## src/rtl/field_write_arbiter.sv

```systemverilog
// Shared register with round-robin arbitration of masked bit-field writes.
// Each accepted write takes one IDLE (grant) cycle plus one COMMIT cycle.
module field_write_arbiter #(
    parameter int               REG_W     = 8,
    parameter int               NREQ      = 2,
    parameter int               POS_W     = $clog2(REG_W),
    parameter logic [REG_W-1:0] RESET_VAL = '0
) (
    input  logic                    clk,
    input  logic                    rst_n,
    input  logic [NREQ-1:0]         req_valid,
    output logic [NREQ-1:0]         req_ready,
    input  logic [NREQ*POS_W-1:0]   req_msb,
    input  logic [NREQ*POS_W-1:0]   req_lsb,
    input  logic [NREQ*REG_W-1:0]   req_data,
    input  logic [POS_W-1:0]        rd_msb,
    input  logic [POS_W-1:0]        rd_lsb,
    output logic [REG_W-1:0]        rd_data,
    output logic [REG_W-1:0]        reg_q,
    output logic                    upd,
    output logic                    err
);

    localparam int IDX_W = (NREQ > 1) ? $clog2(NREQ) : 1;

    typedef enum logic {IDLE, COMMIT} state_t;

    state_t             state_q, state_d;
    logic [REG_W-1:0]   reg_d;
    logic [IDX_W-1:0]   rr_ptr_q, rr_ptr_d;
    logic [IDX_W-1:0]   gnt_q, gnt_d;
    logic [POS_W-1:0]   msb_q, msb_d;
    logic [POS_W-1:0]   lsb_q, lsb_d;
    logic [REG_W-1:0]   data_q, data_d;
    logic               upd_q, upd_d;
    logic               err_q, err_d;

    logic               grant_found;
    logic [IDX_W-1:0]   grant_idx;
    logic [POS_W-1:0]   grant_msb;
    logic [POS_W-1:0]   grant_lsb;
    logic [REG_W-1:0]   grant_data;
    logic [REG_W-1:0]   field_mask;
    logic [REG_W-1:0]   rd_shift;

    // First valid requester at or after rr_ptr, wrapping around.
    always_comb begin
        grant_found = 1'b0;
        grant_idx   = '0;
        for (int k = 0; k < NREQ; k++) begin
            if (!grant_found && req_valid[(int'(rr_ptr_q) + k) % NREQ]) begin
                grant_found = 1'b1;
                grant_idx   = IDX_W'((int'(rr_ptr_q) + k) % NREQ);
            end
        end
        grant_msb  = req_msb[int'(grant_idx)*POS_W +: POS_W];
        grant_lsb  = req_lsb[int'(grant_idx)*POS_W +: POS_W];
        grant_data = req_data[int'(grant_idx)*REG_W +: REG_W];
        req_ready  = '0;
        if (state_q == IDLE && grant_found && rst_n) begin
            req_ready[grant_idx] = 1'b1;
        end
    end

    always_comb begin
        field_mask = '0;
        for (int i = 0; i < REG_W; i++) begin
            field_mask[i] = (i >= int'(lsb_q)) && (i <= int'(msb_q));
        end
    end

    always_comb begin
        rd_shift = reg_q >> rd_lsb;
        rd_data  = '0;
        if (rd_msb >= rd_lsb) begin
            for (int i = 0; i < REG_W; i++) begin
                if (i <= int'(rd_msb) - int'(rd_lsb)) begin
                    rd_data[i] = rd_shift[i];
                end
            end
        end
    end

    // upd/err are decided at grant time so they are registered and high for the COMMIT cycle.
    always_comb begin
        state_d  = state_q;
        reg_d    = reg_q;
        rr_ptr_d = rr_ptr_q;
        gnt_d    = gnt_q;
        msb_d    = msb_q;
        lsb_d    = lsb_q;
        data_d   = data_q;
        upd_d    = 1'b0;
        err_d    = 1'b0;
        case (state_q)
            IDLE: begin
                if (grant_found) begin
                    gnt_d   = grant_idx;
                    msb_d   = grant_msb;
                    lsb_d   = grant_lsb;
                    data_d  = grant_data;
                    upd_d   = (grant_msb >= grant_lsb);
                    err_d   = (grant_msb <  grant_lsb);
                    state_d = COMMIT;
                end
            end
            COMMIT: begin
                if (msb_q >= lsb_q) begin
                    reg_d = (reg_q & ~field_mask) | ((data_q << lsb_q) & field_mask);
                end
                rr_ptr_d = (int'(gnt_q) == NREQ - 1) ? '0 : gnt_q + 1'b1;
                state_d  = IDLE;
            end
            default: state_d = IDLE;
        endcase
    end

    always_ff @(posedge clk or negedge rst_n) begin
        if (!rst_n) begin
            state_q  <= IDLE;
            reg_q    <= RESET_VAL;
            rr_ptr_q <= '0;
            gnt_q    <= '0;
            msb_q    <= '0;
            lsb_q    <= '0;
            data_q   <= '0;
            upd_q    <= 1'b0;
            err_q    <= 1'b0;
        end else begin
            state_q  <= state_d;
            reg_q    <= reg_d;
            rr_ptr_q <= rr_ptr_d;
            gnt_q    <= gnt_d;
            msb_q    <= msb_d;
            lsb_q    <= lsb_d;
            data_q   <= data_d;
            upd_q    <= upd_d;
            err_q    <= err_d;
        end
    end

    assign upd = upd_q;
    assign err = err_q;

endmodule

```

## config.mk

```make
export PLATFORM = sky130hd
export DESIGN_NAME = field_write_arbiter
export DESIGN_NICKNAME = d
export VERILOG_FILES = /design/src/rtl/field_write_arbiter.sv
export SDC_FILE = /design/constraint.sdc
export NUM_CORES = 1
export LEC_CHECK = 0
export BUFFER_PORTS_ARGS = -buffer_cell sky130_fd_sc_hd__buf_4
export CAP_MARGIN = 20
export CORE_MARGIN = 2
export CORE_UTILIZATION = 40
export CTS_CLUSTER_DIAMETER = 60
export DETAILED_ROUTE_END_ITERATION = 16
export GPL_TIMING_DRIVEN = 0
export PLACE_DENSITY_LB_ADDON = 0.1
export SYNTH_ARGS = -nofsm -noshare
export SYNTH_HDL_FRONTEND = slang
export SYNTH_SLANG_ARGS = --single-unit
```

## constraint.sdc

```tcl
create_clock -name clk -period 3.19 [get_ports clk]
set_clock_uncertainty 0.1 [all_clocks]
set_input_delay 0.4785 -clock clk [delete_from_list [all_inputs] [get_ports clk]]
set_output_delay 0.4785 -clock clk [all_outputs]
set_load 0.05 [all_outputs]
```

### After elaboration in Yosys (flattened, before gate mapping)

Index checks and enable logic that the tools add are counted.

| storage, ports and cells | value |
|---|---|
| register bits after elaboration | 27 |
| input port bits | 38 |
| output and inout port bits | 20 |
| logic and storage cells | 95 |

| operators by class | value |
|---|---|
| add/subtract/negate cells | 3 |
| multipliers | 1 |
| order comparisons | 30 |
| shifts and indexed selects | 5 |
| mux-type cells | 28 |
| bitwise gates (word level) | 6 |
| reductions and logical operators | 13 |

Operators by type and width:

| kind | number |
|---|---|
| 6-bit by 32-bit indexed part select with 3-bit output | 1 |
| 1-bit 2-to-1 mux | 24 |
| 8-bit bitwise AND | 2 |
| 4-bit <= comparator (first input constant) | 4 |
| 16-bit by 5-bit indexed part select with 8-bit output | 1 |
| 3-bit <= comparator (first input constant) | 4 |
| 1-bit logical AND | 10 |
| 3-bit >= comparator | 3 |
| 3-bit >= comparator (first input constant) | 3 |
| 3-bit by 4-bit <= comparator with 1-bit output (first input constant) | 2 |
| 8-bit 2-to-1 mux | 1 |
| 8-bit inverter | 1 |
| 8-bit bitwise OR | 1 |
| 8-bit by 3-bit << shifter with 8-bit output | 1 |
| 8-bit by 3-bit right shift with 8-bit output | 1 |
| 1-bit by 3-bit >= comparator with 1-bit output (first input constant) | 2 |
| 2-bit by 3-bit >= comparator with 1-bit output (first input constant) | 2 |
| 2-bit by 3-bit <= comparator with 1-bit output (first input constant) | 2 |
| 6-bit by 4-bit indexed part select with 3-bit output | 1 |
| 1-bit by 4-bit <= comparator with 1-bit output (first input constant) | 1 |
| 2-bit by 4-bit <= comparator with 1-bit output (first input constant) | 1 |
| 1-bit by 2-bit < comparator with 1-bit output (second input constant) | 2 |
| 2-bit AND reduction | 2 |
| 3-bit by 3-bit subtractor with 4-bit output | 1 |
| other kinds (12) | 13 |

### Logic depth before layout (Yosys ltp)

| depth | value |
|---|---|
| word-level depth | 12 |
| mapped depth | 11 |
| gate-level depth less buffers | 11 |

### Least setup slack after synthesis

Ideal clock, no wire load.

| path | value |
|---|---|
| kind | in2out |
| start | in rd_lsb[1] |
| end | out rd_data[5] |
| data arrival time | 3.176 ns |
| required time | 2.612 ns |
| path slack | -0.564 ns |
| stages on the path | 10 |
| path buffers | 1 |
| cells stage by stage | buf_2 > inv_1 > fa_1 > inv_1 > fa_1 > inv_1 > a21oi_1 > a211o_1 > or3_4 > nor3_1 |

| between the ends | value |
|---|---|
| word-level cells in the longest chain between the ends | 4 |
| elaborated cells on any way between the ends | 6 |
| those cells by class | 1 x add/sub; 2 x order compare; 1 x shift; 2 x mux |

RTL lines:

| element | line | text |
|---|---|---|
| start, declared | 17 | `input logic [POS_W-1:0] rd_lsb,` |
| 3-bit by 3-bit subtractor with 4-bit output | 77 | `if (i <= int'(rd_msb) - int'(rd_lsb)) begin` |
| 4-bit <= comparator | 77 |  |
| 1-bit 2-to-1 mux | 77 |  |
| 8-bit 2-to-1 mux (*) | 75 | `if (rd_msb >= rd_lsb) begin` |
| end, declared | 18 | `output logic [REG_W-1:0] rd_data,` |

Every way passes the cells marked *; elsewhere a longest branch is shown, timed or not.

### Worst setup path after layout

| path | value |
|---|---|
| start | in rd_msb[0] |
| end | out rd_data[6] |

| between the ends | value |
|---|---|
| word-level cells in the longest chain between the ends | 4 |
| elaborated cells on any way between the ends | 5 |
| those cells by class | 1 x add/sub; 2 x order compare; 2 x mux |

RTL lines:

| element | line | text |
|---|---|---|
| start, declared | 16 | `input logic [POS_W-1:0] rd_msb,` |
| 3-bit by 3-bit subtractor with 4-bit output | 77 |  |
| 4-bit <= comparator | 77 |  |
| 1-bit 2-to-1 mux | 77 |  |
| 8-bit 2-to-1 mux (*) | 75 |  |

Marks and branches as above.

==> metrics.csv <==
stage;metric;value;unit
place;gp_congestion;0.829;
synth;yosys_warnings;0;
route;viasPerCell;5.12;
cells_and_area;finalNetCount;335;
sta;hold_viol_final;17;
power;powerDensity;608;mW/mm^2
synth;syn_inst;222;
place;port_buffers;57;
clock_network;numCtsBuffers;3;
clock_network;htreeDepth;1;
cells_and_area;antennaDiodeCount;0;
global_routing;antenna_found_initial;0;
power;power;1.63;mW
sta;setup_viol;0;
worst_setup_path;ff2ff_setup_slack;0.86;ns
synth;synth-xor-area-share;0;%
die;die_y;74.9;um
sta;tightest_slew;0.515;ns
worst_setup_path;cp.required;2.61;ns
die;pin_count;58;
synth;yosysUniqueCellTypes;36;
sta;fin_crit_sh;98.9;%
worst_setup_path;crit_chain;buf_8 > inv_8 > ha_4 > inv_4 > fa_2 > inv_2 > fa_2 > inv_2 > a21oi_2 > a211o_1 > or3_4 > nor4b_4 > buf_6;
synth;synth_compound_area_share;15.4;%
route;ant_nets;0;
run;maxCapViolCount;0;
route;drc;0;
die;initial_core_util;42.0;%
hold_path;hold_class;primary input to asynchronous set/reset pin;
die;fp.dieW;74.9;um
synth;synthAdderAreaFrac;7.60;%
cells_and_area;design_area;0.00268;sq mm
die;die_area;0.00561;sq mm
synth;synth-simple-area-share;16.9;%
worst_setup_path;cp_slowest_stage_delay;0.42;ns
global_routing;grt_pass1_wl;7820;um
route;drt_iter0_markers;54;
synth;muxShareOfSynthArea;21.1;%
clock_network;cts_buffer_depth;2;
worst_setup_path;worstSetupPathType;primary input to output port;
sta;setup_tns;0;ns
worst_setup_path;end_kind;output port;
place;dpl.hpwl;3680;um
global_routing;overflow;0;
route;vias;1802;
cells_and_area;drive_above_1_share;37.5;%
sta;hold_ws;-0.0105;ns
global_routing;grt_max_degree;30;
worst_setup_path;slowest_stage;or3_4;
global_routing;grt_pass1_vias;1679;
global_routing;track_usage;17.8;%
run_status;status;complete, but fails checks;
sta;fin_crit;3.15;ns
clock_network;cts_sinks;27;
worst_setup_path;start_kind;primary input;
clock_network;cts.reportedPaths.clkPinSlew;0.11;ns
clock_network;cts_tree;built;
sta;final-max-slew-violation-count;0;
synth;synth_top_family_by_area;multiplexers;
clock_network;ctsHoldBuffers;0;
sta;slew_headroom;64.8;%
power;leakage;1.28;nW
sta;max_freq;0.317;GHz
worst_setup_path;r2r-start;lsb_q[1]$_DFFE_PN0P_;
worst_setup_path;r2r_cells;7;
die;core_area;0.00479;sq mm
run_status;violations;hold timing;
clock_network;cts-root-buf;clkbuf_8;
synth;synth-seq-cells;27;
synth;avgSynthCellArea;9.05;sq um
synth;synth-seq-area-share;33.6;%
route;drt-total-wl;4670;um
clock_network;insertion_delay;0.28;ns
worst_setup_path;worstPathMaxFanout;4;
synth;syn_nets;271;
die;placementRows;25;
route;drt_first_pass_iters;4;
place;place_area;0.00259;sq mm
worst_setup_path;critPathArrivalTime;2.58;ns
route;wire_per_inst;13.3;um
synth;synth_area;0.00201;sq mm
sta;rsz0062_at_grt;true;
power;ir_worst_vdd;0.000236;V
cells_and_area;syn_to_final_growth;33.6;%
[report_power, final]
group | leakage (nW) | internal (mW) | switching, mW
registers | 0.333 | 0.437 | 0.104
logic | 0.922 | 0.357 | 0.532
clock network | 0.0261 | 0.0917 | 0.112
total | 1.28 | 0.885 | 0.747
[cell usage in the layout, fill, tap and decap left out, drive strengths merged, types with 2 or more instances in the layout]
cell,instances
buf,67
nand2,32
dfrtp,27
o21ai,26
mux2i,21
inv,14
mux2,13
a21oi,10
nor2,9
ha,9
nor3,7
clkbuf,7
nand3,6
nor2b,6
a211oi,5
nand2b,3
mux4,3
a21o,2
o31ai,2
nor4,2
fa,2
a2111oi,2
[metal layers]
layer	part of all wire, %	vias to the layer above	wire length [um]	GRT usage (%)
met3	4.0	5	187	2.01
met5	0	-	0	0
met1	47	828	2210	25.9
met4	0.73	0	34	2.98
met2	48	49	2240	29.3
li1	-	920	-	-
[repair_timing]
action                                  4_1_cts  5_1_grt
gates resized for setup                       5        4
buffers inserted                              3        0
endpoints found under the setup margin        4        2
pin swaps                                     6        0
[area by class of cell]
| type | instances | area [sq um] |
|---|---|---|
| fill | 456 | 2100 |
| multi-input combinational | 170 | 1290 |
| buffer | 11 | 52.6 |
| clock inverter | 1 | 8.76 |
| sequential | 27 | 676 |
| clock buffer | 3 | 41.3 |
| inverter | 13 | 61.3 |
| tap | 67 | 83.8 |
| timing repair buffer | 60 | 469 |
[kinds of logic (layout without fill, tap and decap cells)]
group | after synthesis | after routing
AO/OA/AOI/OAI | 51 | 51
adder cells (fa/ha/maj) | 11 | 11
buffers and inverters | 25 | 88
flip-flops | 27 | 27
multiplexers | 37 | 37
AND/OR/NAND/NOR | 71 | 71
[worst max-delay path: cells and delay by family]
| family | cells | cell delay [ns] |
|---|---|---|
| AND/OR/NAND/NOR | 2 | 0.70 |
| adder cells (fa/ha/maj) | 3 | 0.67 |
| buffers and inverters | 6 | 0.45 |
| AO/OA/AOI/OAI | 2 | 0.28 |
[worst max path at each step]
stage               startpoint         end  slack (ns)  depth (start not counted)
floorplan            rd_msb[0]  rd_data[5]       -0.22                         11
global placement     rd_msb[0]  rd_data[6]       -0.21                         13
detailed placement   rd_msb[0]  rd_data[6]       -0.25                         13
CTS                  rd_lsb[0]  rd_data[6]       0.004                         12
global route         rd_msb[0]  rd_data[6]       -0.06                         13
finish               rd_msb[0]  rd_data[6]        0.04                         13
[stage by stage]
stage / setup WS (ns) / instances / hold slack [ns] / utilization (%)
detailed placement: -0.255 / 346 / 0.316 / 54.2
floorplan: -0.220 / 222 / 0.0829 / -
finish: 0.0356 / 352 / -0.0105 / 56.1
global route: -0.0585 / 352 / 0.0153 / 56.1
global placement: -0.209 / 346 / 0.317 / 54.2
CTS: 0.00357 / 352 / 0.00273 / 55.7
[synth_stat cells]
| master | count | share of area, % |
|---|---|---|
| nand2_1 | 32 | 6.0 |
| dfrtp_1 | 27 | 34 |
| o21ai_0 | 25 | 6.2 |
| mux2i_1 | 21 | 10 |
| inv_1 | 13 | 2.4 |
| mux2_2 | 13 | 7.3 |
| a21oi_1 | 9 | 2.2 |
| ha_1 | 9 | 5.6 |
| nor2_1 | 9 | 1.7 |
| buf_2 | 7 | 1.7 |
| nor3_1 | 7 | 1.7 |
| nand3_1 | 6 | 1.5 |
| nor2b_1 | 6 | 1.9 |
| a211oi_1 | 5 | 1.9 |
| clkbuf_1 | 4 | 0.75 |
| mux4_2 | 3 | 3.4 |
| nand2b_1 | 3 | 0.93 |
| a21o_1 | 2 | 0.75 |
| fa_1 | 2 | 2.0 |
| nor4_1 | 2 | 0.62 |
| o31ai_1 | 2 | 0.75 |
| a2111oi_0 | 1 | 0.44 |
| a2111oi_2 | 1 | 0.75 |
| a211o_1 | 1 | 0.44 |
| a21oi_2 | 1 | 0.44 |
| a31oi_1 | 1 | 0.31 |
| and3_1 | 1 | 0.31 |
| buf_4 | 1 | 0.37 |
| nand4_1 | 1 | 0.31 |
| nor3b_1 | 1 | 0.37 |
| nor4b_2 | 1 | 0.75 |
| o21a_1 | 1 | 0.37 |
| o21ai_2 | 1 | 0.44 |
| o22a_1 | 1 | 0.44 |
| or2_2 | 1 | 0.31 |
| or3_4 | 1 | 0.56 |
(Power assumes the default switching activity.)
